## config.mk

```make
export PLATFORM = sky130hd
export DESIGN_NAME = tone_freq_meter
export DESIGN_NICKNAME = d
export VERILOG_FILES = /design/src/rtl/tone_freq_meter_pkg.sv /design/src/rtl/meter_divider.sv /design/src/rtl/tone_freq_meter.sv
export SDC_FILE = /design/constraint.sdc
export NUM_CORES = 1
export LEC_CHECK = 0
export ABC_AREA = 1
export CELL_PAD_IN_SITES_DETAIL_PLACEMENT = 2
export CELL_PAD_IN_SITES_GLOBAL_PLACEMENT = 2
export CORE_AREA = 4 4 153 185
export CTS_CLUSTER_SIZE = 12
export DETAILED_ROUTE_END_ITERATION = 8
export DIE_AREA = 0 0 157 189
export PLACE_DENSITY = 0.85
export SLEW_MARGIN = 10
export SYNTH_ARGS = -nofsm -noshare
export SYNTH_HDL_FRONTEND = slang
export SYNTH_HIERARCHICAL = 1
export SYNTH_SLANG_ARGS = --single-unit
```

## constraint.sdc

```tcl
create_clock -name clk -period 2.8 [get_ports clk]
set_clock_uncertainty 0.2 [all_clocks]
set_input_delay 0.56 -clock clk [delete_from_list [all_inputs] [get_ports clk]]
set_output_delay 0.56 -clock clk [all_outputs]
set_load 0.03 [all_outputs]
```

## src/rtl/tone_freq_meter_pkg.sv

```systemverilog
// Shared constants, state encoding and width helpers for the tone meter.
// Optional amplitude output is enabled by TONE_FREQ_METER_AMPLITUDE_EN.
package tone_freq_meter_pkg;

  localparam int DEF_SAMPLE_BITS = 12;
  localparam int DEF_FREQ_BITS   = 15;
  localparam int DEF_PHASE_BITS  = 24;
  localparam int DEF_LOG_AVG     = 2;
  localparam int DEF_HYST        = 64;
  localparam int DEF_CNT_BITS    = 26;

  localparam int DEF_QW = DEF_PHASE_BITS + DEF_LOG_AVG + 1;
  localparam int DEF_DW = DEF_CNT_BITS;

  localparam logic [DEF_SAMPLE_BITS-1:0] DEF_MID = 12'h800;
  localparam logic [DEF_FREQ_BITS-1:0] DEF_FREQ_SAT = '1;

  typedef enum logic {
    IDLE    = 1'b0,
    MEASURE = 1'b1
  } meter_state_e;

  function automatic int cnt_width(input int n);
    return $clog2(n + 1);
  endfunction

endpackage

```

## src/rtl/meter_divider.sv

```systemverilog
// Unsigned restoring divider, one quotient bit per clock.
// start is ignored while busy; done pulses for one cycle with quotient valid.
module meter_divider
  import tone_freq_meter_pkg::*;
#(
  parameter int QW = DEF_QW,
  parameter int DW = DEF_DW
) (
  input  logic          clk,
  input  logic          rst_n,
  input  logic          start,
  input  logic [QW-1:0] dividend,
  input  logic [DW-1:0] divisor,
  output logic          busy,
  output logic          done,
  output logic [QW-1:0] quotient
);

  localparam int CW = cnt_width(QW);

  logic [CW-1:0] cnt;
  logic [DW-1:0] rem;
  logic [DW-1:0] dsr;
  logic [QW-1:0] quo;
  logic [DW:0]   trial;
  logic [DW-1:0] diff;
  logic          fits;

  assign trial    = {rem, quo[QW-1]};
  assign fits     = trial >= {1'b0, dsr};
  assign diff     = DW'(trial - {1'b0, dsr});
  assign busy     = cnt != '0;
  assign quotient = quo;

  always_ff @(posedge clk or negedge rst_n) begin
    if (!rst_n) begin
      cnt  <= '0;
      rem  <= '0;
      dsr  <= '0;
      quo  <= '0;
      done <= 1'b0;
    end else begin
      done <= 1'b0;
      if (!busy) begin
        if (start) begin
          cnt <= CW'(QW);
          rem <= '0;
          dsr <= divisor;
          quo <= dividend;
        end
      end else begin
        cnt <= cnt - CW'(1);
        rem <= fits ? diff : trial[DW-1:0];
        quo <= {quo[QW-2:0], fits};
        if (cnt == CW'(1)) done <= 1'b1;
      end
    end
  end

endmodule

```

## src/rtl/tone_freq_meter.sv

```systemverilog
// Tone frequency meter: times 2^LOG_AVG midpoint crossings, divides into a tuning word.
// TONE_FREQ_METER_AMPLITUDE_EN adds a peak-to-peak amplitude output.
module tone_freq_meter
  import tone_freq_meter_pkg::*;
#(
  parameter int SAMPLE_BITS = DEF_SAMPLE_BITS,
  parameter int FREQ_BITS   = DEF_FREQ_BITS,
  parameter int PHASE_BITS  = DEF_PHASE_BITS,
  parameter int LOG_AVG     = DEF_LOG_AVG,
  parameter int HYST        = DEF_HYST,
  parameter int CNT_BITS    = DEF_CNT_BITS
) (
  input  logic                   clk,
  input  logic                   rst_n,
  input  logic [SAMPLE_BITS-1:0] wave,
  input  logic                   wave_valid,
  output logic [FREQ_BITS-1:0]   frequency,
  output logic                   freq_valid,
  output logic                   no_signal
`ifdef TONE_FREQ_METER_AMPLITUDE_EN
  ,
  output logic [SAMPLE_BITS-1:0] amplitude
`endif
);

  localparam int QW    = PHASE_BITS + LOG_AVG + 1;
  localparam int PW    = LOG_AVG + 1;
  localparam int PER_N = 1 << LOG_AVG;

  localparam logic [SAMPLE_BITS-1:0] MID =
    SAMPLE_BITS'(1) << (SAMPLE_BITS - 1);
  localparam logic [SAMPLE_BITS-1:0] ARM_LVL =
    MID - SAMPLE_BITS'(HYST);
  localparam logic [QW-1:0] DIVIDEND =
    QW'(1) << (PHASE_BITS + LOG_AVG);
  localparam logic [CNT_BITS-1:0] CNT_MAX = '1;
  localparam logic [PW-1:0] PER_LAST = PW'(PER_N - 1);
  localparam logic [FREQ_BITS-1:0] FREQ_SAT = '1;

  meter_state_e        state;
  logic [CNT_BITS-1:0] win_cnt;
  logic [PW-1:0]       per_cnt;
  logic                armed;
  logic                xing;
  logic                xing_q;
  logic                timeout;
  logic                win_close;
  logic                close_ok;
  logic                win_start;
  logic                run;
  logic                div_start;
  logic [CNT_BITS-1:0] div_divisor;
  logic                div_busy;
  logic                div_done;
  logic [QW-1:0]       div_q;

  assign xing = armed & wave_valid & (wave >= MID);

  always_ff @(posedge clk or negedge rst_n) begin
    if (!rst_n) begin
      armed  <= 1'b0;
      xing_q <= 1'b0;
    end else begin
      xing_q <= xing;
      if (xing) armed <= 1'b0;
      else if (wave_valid && wave < ARM_LVL) armed <= 1'b1;
    end
  end

  assign timeout   = (state == MEASURE) && (win_cnt == CNT_MAX);
  assign win_close = (state == MEASURE) && !timeout &&
                     xing_q && (per_cnt == PER_LAST);
  // A close while the divider is occupied is dropped but still restarts
  assign close_ok  = win_close && !div_busy && !div_start;
  assign win_start = ((state == IDLE) && xing_q) || win_close;
  assign run       = (state == MEASURE) && !timeout && !win_close;

  always_ff @(posedge clk or negedge rst_n) begin
    if (!rst_n) begin
      state       <= IDLE;
      win_cnt     <= '0;
      per_cnt     <= '0;
      div_start   <= 1'b0;
      div_divisor <= '0;
    end else begin
      div_start <= close_ok;
      if (close_ok) div_divisor <= win_cnt + CNT_BITS'(1);
      unique case (state)
        IDLE:    if (xing_q) state <= MEASURE;
        MEASURE: if (timeout) state <= IDLE;
        default: state <= IDLE;
      endcase
      unique case (1'b1)
        win_start: begin
          win_cnt <= '0;
          per_cnt <= '0;
        end
        run: begin
          win_cnt <= win_cnt + CNT_BITS'(1);
          if (xing_q) per_cnt <= per_cnt + PW'(1);
        end
        default: ;
      endcase
    end
  end

  meter_divider #(
    .QW(QW),
    .DW(CNT_BITS)
  ) u_div (
    .clk      (clk),
    .rst_n    (rst_n),
    .start    (div_start),
    .dividend (DIVIDEND),
    .divisor  (div_divisor),
    .busy     (div_busy),
    .done     (div_done),
    .quotient (div_q)
  );

  always_ff @(posedge clk or negedge rst_n) begin
    if (!rst_n) begin
      frequency  <= '0;
      freq_valid <= 1'b0;
      no_signal  <= 1'b1;
    end else begin
      freq_valid <= div_done;
      if (div_done) begin
        frequency <= |div_q[QW-1:FREQ_BITS] ? FREQ_SAT
                   : div_q[FREQ_BITS-1:0];
        no_signal <= 1'b0;
      end
      if (timeout) no_signal <= 1'b1;
    end
  end

`ifdef TONE_FREQ_METER_AMPLITUDE_EN
  logic [SAMPLE_BITS-1:0] amp_max;
  logic [SAMPLE_BITS-1:0] amp_min;
  logic [SAMPLE_BITS-1:0] amp_win;

  always_ff @(posedge clk or negedge rst_n) begin
    if (!rst_n) begin
      amp_max   <= '0;
      amp_min   <= '1;
      amp_win   <= '0;
      amplitude <= '0;
    end else begin
      if (close_ok)
        amp_win <= (amp_max >= amp_min) ? amp_max - amp_min : '0;
      if (win_start) begin
        amp_max <= '0;
        amp_min <= '1;
      end else if (wave_valid) begin
        if (wave > amp_max) amp_max <= wave;
        if (wave < amp_min) amp_min <= wave;
      end
      if (div_done) amplitude <= amp_win;
    end
  end
`endif

endmodule

```

==> summary.md, run 1 <==
| Metric | Value |
|---|---|
| Max clock buf depth | 2 |
| WL final | 35,520 microns |
| Hold Crit Depth | 2 |
| Fmax | 373.2 MHz |
| Crit. End Element | register |
| Number of max-cap violations | 0 |
| DRT iter0 DRCs | 349 |
| Die area | 0.02967 sq mm |
| Layout cell share with drive strength beyond 1 | 7.028% |
| Initial Util | 35.41% |
| Initial antenna violation count | 0 |
| Yosys top cell area share | 42.40% |
| Slew headroom | 31.14% |
| Post-synthesis register bit count | 161 |
| Synth top area cells | dfrtp_1, nand2_1, inv_1 |
| Critical path data required time | 2.94 ns |
| Number of global-route vias before repair | 10,353 |
| H-tree levels | 4 |
| I/O Buffers | 25 |
| Outcome | complete, no violations |
| Final instance area | 0.01090 sq mm |
| Fin crit period | 2.680 ns |
| TritonCTS clock tree | yes |
| Placed Instance Area | 0.01024 sq mm |
| Yosys warning total | 6 |
| Via density | 5.233 |
| Sequential share of the synthesized area | 42.67% |
| Most frequent CP cell | nand2_1 |
| Final Hold Viols | 0 |
| Root Buffer | clkbuf_16 |
| Area grow syn2layout | 15.43% |
| Net count, final | 1,400 |
| Drt pass-1 iters | 4 |
| Final setup vio count | 0 |
| Post-Synthesis Cells | 1,300 |
| Leakage power figure | 5.399 nW |
| Post-Syn Area | 0.009444 sq mm |
| Clk_lat worst skew | 0.45 ns |
| Combinational Power Share | 48.3% |
| Dpl hpwl | 22,960 microns |
| Worst hold-check path type | reg2reg |
| Final period util | 95.70% |
| Synth unique cells | 42 |
| FP Rows | 66 |
| Residual DRC | 0 |
| PnR worst setup slack | 0.1204 ns |
| Net switching share of the total power | 46.26% |
| Crit-path cells | inv_1, ha_1, inv_1, fa_2, nand3_1, nand3_2, nand2_1, nand2_1, nand2_1, nand3_1, nand2_1, nand3_1, nand2_1, nand2_1 |
| Syn Area/Cell | 7.265 sq um |
| Largest net degree at the start of global routing | 57 |
| Reg2reg end | u_div/rem[22] |
| Pre-CTS WS | 0.1610 ns |
| Clock-pin slew on the worst setup and hold paths | 0.07 ns |
| Routed Antenna Nets | 0 |
| GP Congestion | 0.8425 |
| First-pass GRT wire length | 58,070 microns |
| Ports | 32 |
| Num CTS Buffers | 17 |
| Largest area contributor in the netlist | dfrtp_1 |
| Int Power | 0.006236 W |
| Hold path startpoint | div_divisor[4] |
| Clock sink total | 161 |
| Core area | 0.02667 sq mm |
| Critical Path Fanout Max | 4 |
| Most frequent cells in the layout | nand2_1, inv_1, dfrtp_1 |
| Crit start category | register |
| Fill cell count | 3,118 |
| Worst R2R Setup Slack | 0.12 ns |
| Hold Path End | div_divisor[4] |
| Pwr Total | 0.01161 W |
| Worst path bufs/invs | 2 |
| Grt ovf | 0 |
| Crit Reg-Reg Startpoint | u_div/quotient[26] |
| Area of the multi-input gates | 0.004728 sq mm |
| Diodes inserted | 0 |
| Clk pwr share | 21.3% |
| Worst-margin pin slew | 1.030 ns |
| Commonest non-fill, non-tap cell in the layout | nand2_1 |
| R2R cell count | 14 |
| Power density cells | 1065 mW/mm^2 |
| Worst setup path category | reg2reg |
| Slowest-stage cell, CP | dfrtp_1 |
| Max stage delay on crit path | 0.41 ns |
| Worst VDD drop | 0.5045 mV |
| Die Height | 189 microns |
| P_sw | 0.005369 W |
| CP top delay family | simple AND/OR/NAND/NOR gates |
| Hold Slack | 0.2966 ns |
| Crit path DAT | 2.82 ns |
| Max-slew violation count | 0 |
| Sequential power share | 30.3% |
| Routed length per instance | 20.82 microns |
| Die Span X | 157 microns |
| DR vias | 8,928 |
| Unrepaired setup endpoints after global routing | no |
| Setup TNS Final | 0 ns |
| Reg area | 0.004030 sq mm |
| Overall routing resource usage | 25.08% |
==> worst max-delay path by stage <==
stage,startpoint,endpoint,slack [ns],depth (start not counted)
floorplan,u_div/cnt[0],div_divisor[5],0.45,12
global placement,u_div/quotient[26],u_div/rem[16],0.17,16
detailed placement,u_div/quotient[26],u_div/rem[24],0.16,15
CTS,u_div/quotient[26],u_div/rem[22],0.07,14
global route,u_div/dsr[6],u_div/rem[0],0.02,14
finish,u_div/quotient[26],u_div/rem[22],0.12,14
==> per-stage QoR <==
step	instances	utilization [%]
4_1_cts	1706	40.74
3_3_place_gp	1672	38.39
2_1_floorplan	1325	-
5_1_grt	1706	40.87
6_report	1706	40.87
3_5_place_dp	1672	38.39
==> routing by layer <==
| layer | track usage [%] | vias to the layer above | part of all wire (%) |
|---|---|---|---|
| li1 | - | 4157 | - |
| met1 | 28.54 | 4580 | 40 |
| met2 | 47.29 | 125 | 55 |
| met3 | 3.749 | 66 | 2.6 |
| met4 | 8.314 | 0 | 2.8 |
| met5 | 0 | - | 0 |
==> state kept, by name, summed over array words and instances (netlist names), 3 cells and up <==
signal          cells
per_cnt             3
win_cnt            26
u_div/quotient     27
u_div/cnt           5
frequency          15
div_divisor        26
u_div/rem          26
u_div/dsr          26
==> layout make-up <==
cell class              instances  share of cell area (%)
repair buffers                 48                   4.522
multi-input cells             956                   43.37
clock inverters                13                   1.354
inverters                     169                   5.819
clock buffers                  19                   4.063
flip-flops and latches        161                   36.97
well taps                     340                   3.902
==> power by group through the flow <==
| stage | clock (W) | combinational, W | sequential [W] |
|---|---|---|---|
| 2_1_floorplan | 0 | 0.00362 | 0.00351 |
| 3_3_place_gp | 0 | 0.00504 | 0.00345 |
| 3_5_place_dp | 0 | 0.00535 | 0.00350 |
| 4_1_cts | 0.00252 | 0.00562 | 0.00351 |
| 5_1_grt | 0.00264 | 0.00633 | 0.00360 |
| 6_report | 0.00248 | 0.00561 | 0.00352 |
==> worst reg2reg max path, cell delays in order, from the launching register on <==
cell and delay, ns:
dfrtp_1 0.41, inv_1 0.14, ha_1 0.17, inv_1 0.08, fa_2 0.39, nand3_1 0.13, nand3_2 0.15, nand2_1 0.10
nand2_1 0.13, nand2_1 0.17, nand3_1 0.12, nand2_1 0.12, nand3_1 0.11, nand2_1 0.10, nand2_1 0.06
==> timing repair <==
item,in CTS,in global routing
hold buffers,1,0
gates resized for setup,3,8
endpoints found under the hold margin,52,0
pin swaps,1,0
buffers inserted,0,0
cloned,1,0
endpoints found under the setup margin,9,26
==> cell usage after synthesis <==
cell,number
nand2_1,519
inv_1,162
dfrtp_1,160
nand3_1,83
nor2_1,68
o21ai_0,65
ha_1,31
nand3b_1,28
a22oi_1,27
xnor2_1,18
a21oi_1,16
clkbuf_1,15
o22ai_1,15
buf_2,13
nand4_1,12
nor2_2,7
xor2_1,7
inv_2,6
buf_1,4
buf_4,4
buf_6,4
nand2_4,4
nor3_1,4
o21ai_1,4
nand2_2,3
conb_1,2
nand3_2,2
nor2_8,2
nor4_1,2
a21boi_0,1
a21o_1,1
a21oi_2,1
clkinv_1,1
dfstp_2,1
fa_1,1
nand3_4,1
nand3b_2,1
nand3b_4,1
nor2_4,1
nor3_2,1
o21bai_1,1
or2_1,1
==> logic make-up (layout without fill, tap and decap cells) <==
logic type	count (synthesis)	in the layout	synth area share, %
simple gates	740	741	33.68
compound gates	131	131	7.976
flops	161	161	42.67
other cells	2	27	0.07952
fa+ha+maj	32	32	4.319
xor+xnor	25	25	2.318
buf+inv	209	249	8.956
Power figures use the tool's default switching activity.
==> run 2, diff against run 1 <==
--- a/config.mk
+++ b/config.mk
@@ -8,10 +8,10 @@
 export ABC_AREA = 1
 export CELL_PAD_IN_SITES_DETAIL_PLACEMENT = 2
 export CELL_PAD_IN_SITES_GLOBAL_PLACEMENT = 2
-export CORE_AREA = 4 4 153 185
-export CTS_CLUSTER_SIZE = 12
+export CORE_AREA = 4 4 167 169
+export CTS_CLUSTER_SIZE = 24
 export DETAILED_ROUTE_END_ITERATION = 8
-export DIE_AREA = 0 0 157 189
+export DIE_AREA = 0 0 171 173
 export PLACE_DENSITY = 0.85
 export SLEW_MARGIN = 10
 export SYNTH_ARGS = -nofsm -noshare
==> summary.md, run 2 (synthesis gave the netlist of run 1 again) <==
| Metric | Value |
|---|---|
| Outcome | complete, no violations (unchanged) |
| Max-slew violation count | 0 (unchanged) |
| GP Congestion | 0.9019 (was 0.8425) |
| Final period util | 96.10% (was 95.70%) |
| Fin crit period | 2.691 ns (was 2.680 ns) |
| Max clock buf depth | 2 (unchanged) |
| Overall routing resource usage | 24.23% (was 25.08%) |
| TritonCTS clock tree | yes (unchanged) |
| H-tree levels | 4 (unchanged) |
| Critical path data required time | 2.98 ns (was 2.94 ns) |
| Hold path startpoint | armed (was div_divisor[4]) |
| Clock sink total | 161 (unchanged) |
| Residual DRC | 0 (unchanged) |
| Largest register FFs | 27 (unchanged) |
| Drt pass-1 iters | 5 (was 4) |
| Power density cells | 1071 mW/mm^2 (was 1065 mW/mm^2) |
| Core area | 0.02658 sq mm (was 0.02667 sq mm) |
| Die Height | 173 microns (was 189 microns) |
| Via density | 5.248 (was 5.233) |
| Worst setup path category | reg2reg (unchanged) |
| Initial Util | 35.54% (was 35.41%) |
| Worst VDD drop | 0.5010 mV (was 0.5045 mV) |
| First-pass GRT wire length | 56,680 microns (was 58,070 microns) |
| DRT iter0 DRCs | 535 (was 349) |
| Grt ovf | 0 (unchanged) |
| WL final | 35,150 microns (was 35,520 microns) |
| Hold Crit Depth | 2 (unchanged) |
| Crit start category | register (unchanged) |
| Cell Count, Final, Fillers Out | 1,704 (was 1,706) |
| Most frequent cells in the layout | nand2_1, inv_1, dfrtp_1 (unchanged) |
| Hold Slack | 0.2878 ns (was 0.2966 ns) |
| Crit path DAT | 2.87 ns (was 2.82 ns) |
| Largest net degree at the start of global routing | 58 (was 57) |
| R2R cell count | 11 (was 14) |
| Reg2reg end | u_div/rem[22] (unchanged) |
| I/O Buffers | 25 (unchanged) |
| Die Span X | 171 microns (was 157 microns) |
| Clk_lat worst skew | 0.45 ns (about the same) |
| Diodes inserted | 0 (unchanged) |
| Cells after DPL | 1,671 (was 1,672) |
| Dpl hpwl | 22,730 microns (was 22,960 microns) |
| Ports | 32 (unchanged) |
| Crit Reg-Reg Startpoint | u_div/rem[23] (was u_div/quotient[26]) |
| Crit. End Element | register (unchanged) |
| Die area | 0.02958 sq mm (was 0.02967 sq mm) |
| Slew headroom | 25.12% (was 31.14%) |
| Num CTS Buffers | 17 (unchanged) |
| Final setup vio count | 0 (unchanged) |
| Commonest non-fill, non-tap cell in the layout | nand2_1 (unchanged) |
| Routed Antenna Nets | 0 (unchanged) |
| Setup TNS Final | 0 ns (unchanged) |
| Root Buffer | clkbuf_16 (unchanged) |
| Critical Path Fanout Max | 13 (was 4) |
| Number of global-route vias before repair | 10,089 (was 10,353) |
| Worst-margin pin slew | 1.121 ns (was 1.030 ns) |
| FP Rows | 60 (was 66) |
| Initial antenna violation count | 0 (unchanged) |
| Worst R2R Setup Slack | 0.11 ns (was 0.12 ns) |
| DR vias | 8,942 (was 8,928) |
| Hold Path End | xing_q (was div_divisor[4]) |
| Clock-pin slew on the worst setup and hold paths | 0.08 ns (was 0.07 ns) |
| Fmax | 371.6 MHz (was 373.2 MHz) |
| Final Hold Viols | 0 (unchanged) |
| Worst hold-check path type | reg2reg (unchanged) |
| Routed length per instance | 20.63 microns (was 20.82 microns) |
| Leakage power figure | 5.395 nW (was 5.399 nW) |
| Net count, final | 1,397 (was 1,400) |
| Post CTS Setup Buffer Count | 0 (unchanged) |
| Layout cell share with drive strength beyond 1 | 7.117% (was 7.028%) |
| Area grow syn2layout | 15.63% (was 15.43%) |
| Number of max-cap violations | 0 (unchanged) |
run 2: changes by cell type in the layout (fill, tap and decap cells not counted), moves of 2 or more:
| cell | change |
|---|---|
| buf_12 | +2 |
| buf_4 | -3 |
| bufinv_16 | -2 |
| clkinv_2 | -4 |
| clkinv_8 | +5 |
| nand2_1 | -3 |
| nand2_2 | +3 |
| nand3_2 | -2 |
run 2: critical path, cell delays in order, from the launching register on:
cell     delay (ns)
dfrtp_1        0.41
ha_2           0.44
nand2_1        0.13
nor3_1         0.28
nand2_1        0.22
nor2_4         0.22
nor2_8         0.07
nand2_4        0.19
nand2_4        0.16
nand2_1        0.14
nand2_1        0.10
nand2_1        0.07
run 2: metal layers:
| layer | up-vias | track usage, % | wire length [microns] |
|---|---|---|---|
| li1 | 4160 | - | - |
| met2 | 136 | 43.78 | 18560 |
| met4 | 0 | 6.768 | 815 |
| met5 | - | 0 | 0 |
| met1 | 4589 | 29.84 | 15040 |
| met3 | 57 | 3.521 | 737 |
run 2: what timing repair did:
item | 4_1_cts | 5_1_grt
gates cloned | 0 | 0
endpoints found under the hold margin | 19 | 0
setup endpoints to repair | 1 | 11
hold buffers | 1 | 0
gates resized for setup | 3 | 11
run 2: area by class of cell:
cell class	instances	area [sq um]
flip-flops and latches	161	4030
inverters	169	634.4
clock inverters	15	181.4
well taps	341	426.7
fillers	3107	15660
multi-input cells	955	4723
repair buffers	46	499.2
clock buffers	17	425.4
run 2: worst max-delay path by stage:
stage,startpoint,end,slack (ns)
floorplan,u_div/cnt[0],div_divisor[5],0.45
finish,u_div/rem[23],u_div/rem[22],0.11
global route,u_div/rem[23],u_div/rem[0],-0.04
CTS,u_div/quotient[26],u_div/rem[22],0.02
global placement,u_div/quotient[26],u_div/rem[24],0.23
detailed placement,u_div/quotient[26],u_div/rem[24],0.08
run 2: power breakdown:
group	total, W	switching, W	internal (W)	leakage, nW
Sequential	0.00354	0.000603	0.00294	2.03
Combinational	0.00570	0.00371	0.00198	3.07
Clock	0.00247	0.00125	0.00121	0.287
run 2: stage by stage:
stage | setup WS (ns) | util, % | total power [W] | cell area [sq um]
2_1_floorplan | 0.4482 | - | 0.007130 | 9538
3_3_place_gp | 0.2345 | 38.57 | 0.008574 | 10250
3_5_place_dp | 0.08184 | 38.57 | 0.008987 | 10250
4_1_cts | 0.01938 | 40.93 | 0.01171 | 10880
5_1_grt | -0.03614 | 41.09 | 0.01261 | 10920
6_report | 0.1091 | 41.09 | 0.01170 | 10920
